**config.mk**
```make
export PLATFORM = sky130hd
export DESIGN_NAME = chain_decoder_flat
export DESIGN_NICKNAME = d
export VERILOG_FILES = /design/src/rtl/chain_decoder_if.sv /design/src/rtl/chain_decoder.sv /design/src/flat_wrapper.sv
export SDC_FILE = /design/constraint.sdc
export NUM_CORES = 1
export LEC_CHECK = 0
export ABC_AREA = 1
export ABC_CLOCK_PERIOD_IN_PS = 4700
export BUFFER_PORTS_ARGS = -buffer_cell sky130_fd_sc_hd__buf_4
export CAP_MARGIN = 25
export CORE_AREA = 5 5 106 58
export DETAILED_ROUTE_END_ITERATION = 8
export DIE_AREA = 0 0 111 63
export PLACE_DENSITY_LB_ADDON = 0.2
export SLEW_MARGIN = 20
export SYNTH_ARGS = -nofsm -noshare
export SYNTH_HDL_FRONTEND = slang
export SYNTH_SLANG_ARGS = --single-unit
```
**constraint.sdc**
```tcl
create_clock -name Clk -period 4.7 [get_ports Clk]
set_clock_uncertainty 0.1 [all_clocks]
set_input_delay 0.94 -clock Clk [delete_from_list [all_inputs] [get_ports Clk]]
set_output_delay 0.94 -clock Clk [all_outputs]
set_load 0.02 [all_outputs]
```
**src/rtl/chain_decoder_if.sv**
```systemverilog
// Chain decoder bus: start/origin, direction-code stream, frame write port
// and status outputs. "master" is the code source, "slave" is the decoder.
//
// Code handshake: a code transfers on a rising edge where code_valid and
// code_ready are both high; code_ready is only ever high while the decoder
// is in DECODE, and a code offered at any other time is simply not taken.
interface chain_decoder_if;
  logic        start;
  logic [5:0]  start_x;
  logic [5:0]  start_y;
  logic        code_valid;
  logic [2:0]  code;
  logic        code_last;
  logic        code_ready;
  logic        wr_en;
  logic [11:0] wr_addr;
  logic        wr_data;
  logic [5:0]  cur_x;
  logic [5:0]  cur_y;
  logic [7:0]  Permiter;
  logic        Done;
  logic        Error;
  logic [2:0]  dbg_state;

  modport master (
    output start, start_x, start_y, code_valid, code, code_last,
    input  code_ready, wr_en, wr_addr, wr_data, cur_x, cur_y, Permiter,
           Done, Error, dbg_state
  );

  modport slave (
    input  start, start_x, start_y, code_valid, code, code_last,
    output code_ready, wr_en, wr_addr, wr_data, cur_x, cur_y, Permiter,
           Done, Error, dbg_state
  );
endinterface

```
**src/rtl/chain_decoder.sv**
```systemverilog
// Freeman chain-code decoder: redraws a closed contour into a 64x64 1-bit
// frame through a write port, counts the perimeter and flags contours that
// leave the frame, overflow the counter or fail to close on the start pixel.
// Optional feature macro: CHAIN_DECODER_CLEAR_EN -- when defined, every
// decode begins with a 4096-cycle pass writing zeros to the whole frame;
// when undefined the frame is overlaid without clearing.
// All outputs come straight from registers; dbg_state exposes the FSM state.
module chain_decoder (
  input  logic           Clk,
  input  logic           reset,
  chain_decoder_if.slave bus
);

  typedef enum logic [2:0] {
    S_IDLE   = 3'd0,
`ifdef CHAIN_DECODER_CLEAR_EN
    S_CLEAR  = 3'd1,
`endif
    S_PLOT   = 3'd2,
    S_DECODE = 3'd3,
    S_DONE   = 3'd4,
    S_ERR    = 3'd5
  } state_e;

  state_e      state_q, state_d;
  logic [5:0]  cur_x_q, cur_x_d;
  logic [5:0]  cur_y_q, cur_y_d;
  logic [5:0]  org_x_q, org_x_d;
  logic [5:0]  org_y_q, org_y_d;
  logic [7:0]  perim_q, perim_d;
  logic        done_q, done_d;
  logic        error_q, error_d;
  logic        ready_q, ready_d;
  logic        wr_en_q, wr_en_d;
  logic        wr_data_q, wr_data_d;
  logic [11:0] wr_addr_q, wr_addr_d;

  // Signed deltas in two's complement: 01 = +1, 11 = -1, 00 = 0.
  logic [1:0]  dx, dy;
  // One extra bit so stepping below 0 or above 63 shows up in bit 6.
  logic [6:0]  nx, ny;
  logic        hs, oob, ovf, closes;

  // Direction code to (dx, dy); y grows downwards, so "north" is -y.
  always_comb begin
    dx = 2'b00;
    dy = 2'b00;
    case (bus.code)
      3'd0: dx = 2'b01;
      3'd1: begin dx = 2'b01; dy = 2'b11; end
      3'd2: dy = 2'b11;
      3'd3: begin dx = 2'b11; dy = 2'b11; end
      3'd4: dx = 2'b11;
      3'd5: begin dx = 2'b11; dy = 2'b01; end
      3'd6: dy = 2'b01;
      3'd7: begin dx = 2'b01; dy = 2'b01; end
    endcase
  end

  assign nx     = {1'b0, cur_x_q} + {{5{dx[1]}}, dx};
  assign ny     = {1'b0, cur_y_q} + {{5{dy[1]}}, dy};
  assign hs     = bus.code_valid & ready_q;
  assign oob    = nx[6] | ny[6];
  assign ovf    = (perim_q == 8'hFF);
  assign closes = ({ny[5:0], nx[5:0]} == {org_y_q, org_x_q});

  // Next-state and registered-output logic; writes are one-cycle pulses.
  always_comb begin
    state_d   = state_q;
    cur_x_d   = cur_x_q;
    cur_y_d   = cur_y_q;
    org_x_d   = org_x_q;
    org_y_d   = org_y_q;
    perim_d   = perim_q;
    done_d    = done_q;
    error_d   = error_q;
    ready_d   = 1'b0;
    wr_en_d   = 1'b0;
    wr_data_d = wr_data_q;
    wr_addr_d = wr_addr_q;

    case (state_q)
      S_IDLE, S_DONE, S_ERR: begin
        if (bus.start) begin
          cur_x_d = bus.start_x;
          cur_y_d = bus.start_y;
          org_x_d = bus.start_x;
          org_y_d = bus.start_y;
          perim_d = 8'd0;
          done_d  = 1'b0;
          error_d = 1'b0;
          wr_en_d = 1'b1;
`ifdef CHAIN_DECODER_CLEAR_EN
          state_d   = S_CLEAR;
          wr_data_d = 1'b0;
          wr_addr_d = 12'd0;
`else
          state_d   = S_PLOT;
          wr_data_d = 1'b1;
          wr_addr_d = {bus.start_y, bus.start_x};
`endif
        end
      end

`ifdef CHAIN_DECODER_CLEAR_EN
      S_CLEAR: begin
        wr_en_d = 1'b1;
        if (wr_addr_q == 12'hFFF) begin
          state_d   = S_PLOT;
          wr_data_d = 1'b1;
          wr_addr_d = {org_y_q, org_x_q};
        end else begin
          wr_data_d = 1'b0;
          wr_addr_d = wr_addr_q + 12'd1;
        end
      end
`endif

      S_PLOT: begin
        state_d = S_DECODE;
        ready_d = 1'b1;
      end

      S_DECODE: begin
        ready_d = 1'b1;
        if (hs) begin
          if (oob || ovf) begin
            // Rejected step: pen and counter stay put, nothing is drawn.
            state_d = S_ERR;
            error_d = 1'b1;
            ready_d = 1'b0;
          end else begin
            cur_x_d   = nx[5:0];
            cur_y_d   = ny[5:0];
            perim_d   = perim_q + 8'd1;
            wr_en_d   = 1'b1;
            wr_data_d = 1'b1;
            wr_addr_d = {ny[5:0], nx[5:0]};
            if (bus.code_last) begin
              ready_d = 1'b0;
              if (closes) begin
                state_d = S_DONE;
                done_d  = 1'b1;
              end else begin
                state_d = S_ERR;
                error_d = 1'b1;
              end
            end
          end
        end
      end

      default: state_d = S_IDLE;
    endcase
  end

  // State and output registers with synchronous reset.
  always_ff @(posedge Clk) begin
    if (reset) begin
      state_q   <= S_IDLE;
      cur_x_q   <= 6'd0;
      cur_y_q   <= 6'd0;
      org_x_q   <= 6'd0;
      org_y_q   <= 6'd0;
      perim_q   <= 8'd0;
      done_q    <= 1'b0;
      error_q   <= 1'b0;
      ready_q   <= 1'b0;
      wr_en_q   <= 1'b0;
      wr_data_q <= 1'b0;
      wr_addr_q <= 12'd0;
    end else begin
      state_q   <= state_d;
      cur_x_q   <= cur_x_d;
      cur_y_q   <= cur_y_d;
      org_x_q   <= org_x_d;
      org_y_q   <= org_y_d;
      perim_q   <= perim_d;
      done_q    <= done_d;
      error_q   <= error_d;
      ready_q   <= ready_d;
      wr_en_q   <= wr_en_d;
      wr_data_q <= wr_data_d;
      wr_addr_q <= wr_addr_d;
    end
  end

  assign bus.code_ready = ready_q;
  assign bus.wr_en      = wr_en_q;
  assign bus.wr_addr    = wr_addr_q;
  assign bus.wr_data    = wr_data_q;
  assign bus.cur_x      = cur_x_q;
  assign bus.cur_y      = cur_y_q;
  assign bus.Permiter   = perim_q;
  assign bus.Done       = done_q;
  assign bus.Error      = error_q;
  assign bus.dbg_state  = state_q;

endmodule
```
**src/flat_wrapper.sv**
```systemverilog
// flat-port wrapper written by rule: the top's interface ports become plain ports
module chain_decoder_flat 
  (Clk, reset, bus_start, bus_start_x, bus_start_y, bus_code_valid, bus_code, bus_code_last, bus_code_ready, bus_wr_en, bus_wr_addr, bus_wr_data, bus_cur_x, bus_cur_y, bus_Permiter, bus_Done, bus_Error, bus_dbg_state);
  chain_decoder_if bus_i ();
  input  logic Clk;
  input  logic reset;
  input wire logic [$bits(bus_i.start)-1:0] bus_start;
  input wire logic [$bits(bus_i.start_x)-1:0] bus_start_x;
  input wire logic [$bits(bus_i.start_y)-1:0] bus_start_y;
  input wire logic [$bits(bus_i.code_valid)-1:0] bus_code_valid;
  input wire logic [$bits(bus_i.code)-1:0] bus_code;
  input wire logic [$bits(bus_i.code_last)-1:0] bus_code_last;
  output wire logic [$bits(bus_i.code_ready)-1:0] bus_code_ready;
  output wire logic [$bits(bus_i.wr_en)-1:0] bus_wr_en;
  output wire logic [$bits(bus_i.wr_addr)-1:0] bus_wr_addr;
  output wire logic [$bits(bus_i.wr_data)-1:0] bus_wr_data;
  output wire logic [$bits(bus_i.cur_x)-1:0] bus_cur_x;
  output wire logic [$bits(bus_i.cur_y)-1:0] bus_cur_y;
  output wire logic [$bits(bus_i.Permiter)-1:0] bus_Permiter;
  output wire logic [$bits(bus_i.Done)-1:0] bus_Done;
  output wire logic [$bits(bus_i.Error)-1:0] bus_Error;
  output wire logic [$bits(bus_i.dbg_state)-1:0] bus_dbg_state;
  assign bus_i.start = bus_start;
  assign bus_i.start_x = bus_start_x;
  assign bus_i.start_y = bus_start_y;
  assign bus_i.code_valid = bus_code_valid;
  assign bus_i.code = bus_code;
  assign bus_i.code_last = bus_code_last;
  assign bus_code_ready = bus_i.code_ready;
  assign bus_wr_en = bus_i.wr_en;
  assign bus_wr_addr = bus_i.wr_addr;
  assign bus_wr_data = bus_i.wr_data;
  assign bus_cur_x = bus_i.cur_x;
  assign bus_cur_y = bus_i.cur_y;
  assign bus_Permiter = bus_i.Permiter;
  assign bus_Done = bus_i.Done;
  assign bus_Error = bus_i.Error;
  assign bus_dbg_state = bus_i.dbg_state;
  chain_decoder u_core (.Clk(Clk), .reset(reset), .bus(bus_i));
endmodule
```
==> results of run 1 <==
==> final cells by class <==
cell class | instances | share of cell area, %
clock inverters | 2 | 0.470
well taps | 73 | 2.86
repair buffers | 60 | 14.1
clock buffers | 6 | 2.58
inverters | 58 | 6.97
flip-flops and latches | 40 | 25.0
multi-input cells | 310 | 48.0
==> sequential cells by signal, summed over array words and instances (netlist names), 3 cells and up <==
signal	cells
u_core.bus.dbg_state	3
u_core.bus.cur_y	5
u_core.bus.Permiter	8
u_core.org_x_q	6
u_core.org_y_q	6
u_core.bus.wr_addr	7
==> synth_stat cells, types with 4 or more instances <==
| cell | instances |
|---|---|
| ha_1 | 7 |
| o21ai_0 | 34 |
| clkbuf_1 | 6 |
| inv_1 | 53 |
| dfxtp_1 | 40 |
| nand2_2 | 5 |
| nor2_1 | 44 |
| nand2_1 | 114 |
| a21oi_1 | 25 |
| nand3_1 | 47 |
| buf_4 | 12 |
| nand4_1 | 4 |
==> power by group through the flow <==
stage	sequential, W	clock [W]	combinational [W]
after CTS	0.000429	0.000256	0.000517
final	0.000429	0.000248	0.000524
after global placement	0.000434	0	0.000511
after global routing	0.000437	0.000269	0.000579
after detailed placement	0.000436	0	0.000515
after floorplan	0.000457	0	0.000353
==> tightest hold or removal path: stages (launching register included) <==
cell and delay, ns:
dfxtp_1 0.32, inv_1 0.05, a21oi_1 0.05
==> metrics by stage <==
stage	utilization, %	power [W]
3_5_place_dp	59.5	0.000951
4_1_cts	61.4	0.00120
3_3_place_gp	59.5	0.000945
5_1_grt	61.4	0.00129
6_report	61.4	0.00120
2_1_floorplan	-	0.000810
==> worst paths after layout <==
path,end,cells past startpoint
setup / recovery,u_core.bus.wr_addr[1]$_SDFFE_PP0P_,15
hold / removal,u_core.bus.Done$_SDFFE_PP0P_,2
setup reg to reg,u_core.bus.wr_addr[1]$_SDFFE_PP0P_,17
hold reg to reg,u_core.bus.Done$_SDFFE_PP0P_,2
==> cell families (layout without fill, tap and decap cells) <==
group / Yosys count / after routing / synth area share, %
and+or+nand+nor: 223 / 223 / 35.6
buffers and inverters: 80 / 126 / 14.0
AOI/OAI and AO/OA: 75 / 75 / 16.0
DFF: 40 / 40 / 29.5
adders and majority gates: 7 / 7 / 3.23
xor gates and xnor gates: 5 / 5 / 1.61
==> routing by layer <==
| layer | vias to the layer above | global-route usage [%] | part of all wire [%] |
|---|---|---|---|
| li1 | 1464 | - | - |
| met1 | 1240 | 32.9 | 49 |
| met2 | 142 | 29.8 | 37 |
| met3 | 10 | 7.74 | 13 |
| met4 | 0 | 4.30 | 0.71 |
| met5 | - | 0 | 0 |
==> layout by cell type, fill, tap and decap left out, types with 5 or more instances in the layout <==
cell	n
buf_4	60
nand3_1	47
ha_1	7
nor2_1	44
inv_1	53
nand2_1	114
clkbuf_8	6
nand2_2	5
a21oi_1	25
o21ai_0	34
dfxtp_1	40
==> flow_summary.rst, run 1 <==
.. list-table::
   :header-rows: 1

   * - Metric
     - Value
   * - Cell types occupying the most area after synthesis
     - dfxtp_1 (29%), nand2_1 (16%), nand3_1 (8.7%)
   * - RSZ-0062 raised after global routing
     - false
   * - Critical R2R Launch
     - u_core.bus.cur_y[1]$_SDFFE_PP0P_
   * - Number of antenna-violating nets in the routed design
     - 0
   * - Number of clock sinks seen by CTS
     - 40
   * - Net switching power of the design
     - about 0.0005 W
   * - Maximum vdd drop
     - approximately 0.00019 V
   * - Post-synth design cell area
     - 2720 um^2
   * - IO Port Bufs
     - ~60
   * - Crit path time final
     - between 3 and 4 ns
   * - Number of cells after detailed placement
     - between 500 and 600
   * - F_max
     - between 200 and 300 MHz
   * - Number of global-route vias before repair
     - ~2500
   * - Area occupied by multi-input gates
     - about 1500 um^2
   * - Clock tree from TritonCTS
     - yes
   * - Count of routing violations after the opening detailed-route iteration
     - between 150 and 200
   * - Synth Net Count
     - 457
   * - Total non-filler cell area in the finished layout
     - roughly 3200 um^2
   * - Beginning of the worst hold path
     - u_core.bus.Done$_SDFFE_PP0P_
   * - Arrival time of data at the critical path endpoint
     - 3.44 ns
   * - # fillers
     - ~530
   * - Ordered list of cells on the worst path
     - buf_4 -> o21ai_2 -> inv_2 -> ha_1 -> o2111ai_1 -> nand3_1 -> clkinv_1 -> nand3_1 -> nand2_1 -> nor2_1 -> nand3_2 -> nand2_4 -> inv_4 -> o21ai_0 -> a21oi_1
   * - Most instantiated flip-flop cell in the synthesis netlist
     - dfxtp_1
   * - Maximum clock path buffer count
     - 2
   * - Detailed-route DRC error count
     - 0
   * - Footprint of the flip-flops and latches
     - 801 um^2
   * - Fraction of layout cells with a size suffix above 1
     - around 18%
   * - Worst setup margin
     - around 1.3 ns
   * - Resized cells post-CTS
     - 0
   * - Syn_area_per_cell
     - 6.31 um^2
   * - Row cnt
     - 19
   * - Pins Over Slew Limit
     - 0
   * - Family with the most delay on the worst path
     - compound AO/OA/AOI/OAI gates
   * - Data required time of the critical path
     - around 4.8 ns
   * - Average detailed-routed wire length per instance
     - between 10 and 15 um
   * - Worst setup path startpoint
     - bus_code[1]
   * - Number of instances in the synthesized netlist
     - 430
   * - Total power per unit cell area
     - between 300 and 400 nW/um^2
   * - Final Hold Slack
     - 0.364 ns
   * - Final setup violating endpoints
     - 0
   * - Wire length of the first global-routing pass
     - between 10000 and 15000 um
   * - Antenna diode count
     - 0
   * - Deepest level of the CTS H-tree
     - 2
   * - Number of synthesized flops with an enable pin
     - 0
   * - Hold bufs inserted after CTS
     - 0
   * - Vias per cell
     - between 5 and 6
   * - Post-place setup slack
     - 1.12 ns
   * - Latest clock arrival within the worst-skew pair
     - about 0.3 ns
   * - CP peak stage delay
     - 0.38 ns
   * - Final Wtd Congestion
     - around 0.97
   * - Max-cap check violation count
     - 0
   * - Total via count after detailed routing
     - between 2000 and 3000
   * - Portion of the post-synthesis area used by sequential elements
     - slightly below 30%
   * - Non-filler cells in the finished layout
     - roughly 550
   * - Portion of synthesized cell area occupied by the leading cell type
     - between 20 and 30%
   * - Kind of start point of the critical path
     - input pin
   * - Pleak
     - approximately 1.6 nW
   * - Period utilization
     - between 70 and 80%
   * - Register-to-register setup slack
     - 1.99 ns
   * - Combinational group share of total power
     - around 44%
   * - Layout Nets
     - roughly 500
   * - Number of different library cells in the post-synthesis netlist
     - 37
   * - Hold Vio Cnt, Final
     - 0
   * - Starting density of the core
     - 52.2%
   * - Buffer count from post-CTS setup fixing
     - 0
   * - Register clock-pin slew on the reported worst setup and hold paths
     - roughly 0.08 ns
   * - Total Die Area
     - 6990 um^2
   * - Critical Setup Path Class
     - input pin to flop
   * - Relative max-transition margin
     - a little over two fifths
   * - Relative area change from synthesis to final layout
     - 17.7%
   * - Cell type with the highest aggregate area in the netlist
     - dfxtp_1
   * - Clock root buffer
     - clkbuf_8
   * - Number of antenna violations at the first check in global routing
     - 0
   * - Result of the run
     - finished, final reports clean
   * - Post-synthesis sequential element count
     - 40
   * - Top fanout value on the critical path
     - 27
   * - Die height
     - roughly 63 um
   * - Maximum number of pins on one net before global-route repair
     - 30
   * - Switching Share
     - approximately 43%
   * - Detailed Place HPWL
     - 5980 um
   * - I/O pin total
     - 60
   * - Core Box Area
     - between 5000 and 6000 um^2
   * - Die W
     - 111 um
   * - Gr usage total
     - a little over a fifth
   * - Clock buffers created by TritonCTS
     - 5
   * - CP bufs+invs
     - 4
   * - Sequential Power Share
     - 35.7%
   * - Internal power
     - 0.000686 W
   * - Actual slew at the worst max-slew pin
     - 0.873 ns
   * - Crit path capture type
     - flop
   * - Worst min-delay path class
     - flop to flop
   * - Relative contribution of the clock network to total power
     - 20.7%
   * - Yosys warns
     - 0
   * - Library cell contributing the largest single delay on the critical path
     - ha_1
   * - Cell area reported after detailed placement
     - between 3000 and 4000 um^2
   * - TNS Setup
     - 0 ns
   * - Most prevalent standard cell on the critical path
     - nand3_1
   * - Number of iterations in the first detailed-routing pass
     - 5
   * - Wire length reported by the detailed router
     - approximately 7800 um
   * - Overflow left after global routing
     - 0
   * - Share of async-settable or async-resettable flops after synthesis
     - 0%
(Power assumes the default switching activity.)
==> run 2, diff against run 1 <==
Settings changed: ABC_CLOCK_PERIOD_IN_PS 4700 to 3400.
Clock period 4.7 ns to 3.4 ns, I/O delays scaled along.
==> run 2 against run 1 <==
Compared with the run above:
- combinational power is 40% higher
- sequential power is 38% higher
- final cell count is 0.55% higher
- routed wire length is 2.2% higher
- sequential share of layout area is 0.078 points lower
- global-route usage is 0.71 points higher
- largest cell class unchanged
==> flow_summary.rst, run 2 (synthesized netlist as in run 1, its figures left out) <==
.. list-table::
   :header-rows: 1

   * - Metric
     - Value
   * - Detailed Place HPWL
     - 6170 um
   * - Average detailed-routed wire length per instance
     - 14.4 um
   * - Crit path time final
     - 2.99 ns
   * - Wire length of the first global-routing pass
     - about 13000 um
   * - Gr usage total
     - a little under a quarter
   * - Final core utilization
     - 61.6%
   * - Critical Setup Path Class
     - input pin to flop
   * - Pins Over Slew Limit
     - 0
   * - Family with the most delay on the worst path
     - simple AND/OR/NAND/NOR gates
   * - Deepest level of the CTS H-tree
     - 2
   * - Total power per unit cell area
     - roughly 510 nW/um^2
   * - Starting density of the core
     - approximately 52%
   * - Total non-filler cell area in the finished layout
     - roughly 3200 um^2
   * - Detailed-route DRC error count
     - 0
   * - Cell area reported after detailed placement
     - between 3000 and 4000 um^2
   * - Clock root buffer
     - clkbuf_8
   * - Number of antenna-violating nets in the routed design
     - 0
   * - Layout Nets
     - roughly 510
   * - Number of clock sinks seen by CTS
     - 40
   * - Peak-usage layer in the global routing report
     - met1
   * - Clock buffers created by TritonCTS
     - 5
   * - Register clock-pin slew on the reported worst setup and hold paths
     - 0.08 ns
   * - Result of the run
     - finished, final reports clean
   * - Sequential Power Share
     - 36.4%
   * - Combinational group share of total power
     - 44.8%
   * - Pleak
     - between 1.5 and 2 nW
   * - Hold Vio Cnt, Final
     - 0
   * - Fraction of layout cells with a size suffix above 1
     - 18.8%
   * - Most prevalent standard cell on the critical path
     - buf_4
   * - Final Hold Slack
     - 0.364 ns
   * - Resized cells post-CTS
     - 0
   * - Kind of start point of the critical path
     - input pin
   * - Number of global-route vias before repair
     - between 2000 and 3000
   * - Switching Share
     - 43.0%
   * - Met2 GRT Util
     - 32.3%
   * - Vias per cell
     - 5.26
   * - Die W
     - 111 um
   * - Number of iterations in the first detailed-routing pass
     - 5
   * - Relative max-transition margin
     - roughly 66%
   * - Period utilization
     - between 80% and 90%
   * - Latest clock arrival within the worst-skew pair
     - a little under 0.3 ns
   * - Number of flip-flops under the largest register name
     - 8
   * - Actual slew at the worst max-slew pin
     - 0.510 ns
   * - Arrival time of data at the critical path endpoint
     - just over 3 ns
   * - Worst min-delay path class
     - flop to flop
   * - Total via count after detailed routing
     - a little under 3000
   * - Top fanout value on the critical path
     - 27
   * - Cell depth of the worst min-delay path
     - 2
   * - Wire length reported by the detailed router
     - 7970 um
   * - Maximum clock path buffer count
     - 2
   * - Die height
     - 63 um
   * - Final setup violating endpoints
     - 0
   * - Row cnt
     - 19
   * - Maximum vdd drop
     - approximately 0.0004 V
   * - Register-to-register setup slack
     - slightly below 0.8 ns
   * - End point of the worst hold path
     - u_core.bus.Done$_SDFFE_PP0P_
   * - TNS Setup
     - 0 ns
   * - I/O pin total
     - 60
   * - Library cell contributing the largest single delay on the critical path
     - ha_1
   * - Maximum number of pins on one net before global-route repair
     - 28
   * - # fillers
     - roughly 510
   * - Beginning of the worst hold path
     - u_core.bus.Done$_SDFFE_PP0P_
   * - CP peak stage delay
     - about 0.34 ns
   * - Critical R2R Launch
     - u_core.bus.cur_y[1]$_SDFFE_PP0P_
   * - Crit path capture type
     - flop
   * - Relative contribution of the clock network to total power
     - 18.8%
   * - Overflow left after global routing
     - 0
   * - Relative area change from synthesis to final layout
     - 18.1%
   * - F_max
     - roughly 330 MHz
   * - Leading cell type in the layout, fill and taps excluded
     - nand2_1
   * - Core Box Area
     - between 5000 and 6000 um^2
   * - Net switching power of the design
     - 0.000702 W
   * - Final Wtd Congestion
     - approximately 0.98
   * - Total Die Area
     - approximately 7000 um^2
   * - Data required time of the critical path
     - between 3 and 4 ns
   * - Buffer count from post-CTS setup fixing
     - 0
   * - Clock tree from TritonCTS
     - yes
   * - IO Port Bufs
     - 59
   * - Endpoint of the most critical register-to-register path
     - u_core.bus.wr_addr[1]$_SDFFE_PP0P_
   * - Ordered list of cells on the worst path
     - buf_4 -> inv_2 -> buf_4 -> o21ai_2 -> buf_4 -> inv_2 -> ha_1 -> inv_1 -> nor2_1 -> nand4_1 -> nand3_1 -> nand2_1 -> nor2_1 -> nand3_2 -> nand2_4 -> inv_4 -> o21ai_0 -> a21oi_1
   * - Number of antenna violations at the first check in global routing
     - 0
   * - Internal power
     - between 0.0009 and 0.001 W
   * - Count of routing violations after the opening detailed-route iteration
     - between 200 and 250
   * - Global routing usage on met3
     - 7.83%
   * - FF-to-FF path depth
     - 16
   * - Max-cap check violation count
     - 0
   * - RSZ-0062 raised after global routing
     - false
   * - Global-route track usage on met1
     - between 30% and 40%
   * - Overall power of the completed layout
     - around 0.0016 W
   * - CP bufs+invs
     - 7
   * - Antenna diode count
     - 0
   * - Hold bufs inserted after CTS
     - 0
   * - Most frequent cells in the layout
     - nand2_1 (114), buf_4 (64), inv_1 (53)
## run 2: cell type report
type	count	area, um^2	share of cell area (%)
Tap cell	73	91.3	2.85
Inverter	58	223	6.94
Sequential cell	40	801	25.0
Multi-Input combinational cell	310	1530	47.8
Clock buffer	6	72.6	2.26
Timing Repair Buffer	64	480	15.0
Clock inverter	1	5.00	0.156
## run 2: worst max path at each step
stage,to,depth (start not counted),startpoint
final,u_core.bus.wr_addr[1]$_SDFFE_PP0P_,18,bus_code[2]
after global placement,u_core.bus.wr_addr[1]$_SDFFE_PP0P_,18,bus_code[2]
after CTS,u_core.bus.wr_addr[1]$_SDFFE_PP0P_,18,bus_code[2]
after global routing,u_core.bus.wr_addr[1]$_SDFFE_PP0P_,18,bus_code[2]
after floorplan,u_core.bus.Error$_SDFFE_PP0P_,17,bus_code[1]
after detailed placement,u_core.bus.wr_addr[1]$_SDFFE_PP0P_,18,bus_code[2]
## run 2: metrics by stage
step	std cells	setup slack, ns
3_5_place_dp	545	0.160
6_report	552	0.406
3_3_place_gp	545	0.200
5_1_grt	552	0.190
4_1_cts	552	0.457
2_1_floorplan	430	0.738
## run 2: power groups by stage
stage                     clock [W]  sequential (W)  combinational, W
after floorplan                   0        0.000631          0.000489
after global placement            0        0.000601          0.000710
after detailed placement          0        0.000603          0.000717
after CTS                  0.000310        0.000593          0.000720
after global routing       0.000334        0.000604          0.000808
final                      0.000307        0.000594          0.000731
## run 2: tightest hold or removal path, cell delays in order (launching register included)
cell	delay, ns
dfxtp_1	0.32
inv_1	0.05
a21oi_1	0.06
## run 2: per-layer routing
layer / up-vias / routed length (um)
met5: - / 0
met4: 0 / 45
met3: 6 / 973
met2: 153 / 3170
met1: 1274 / 3780
li1: 1472 / -
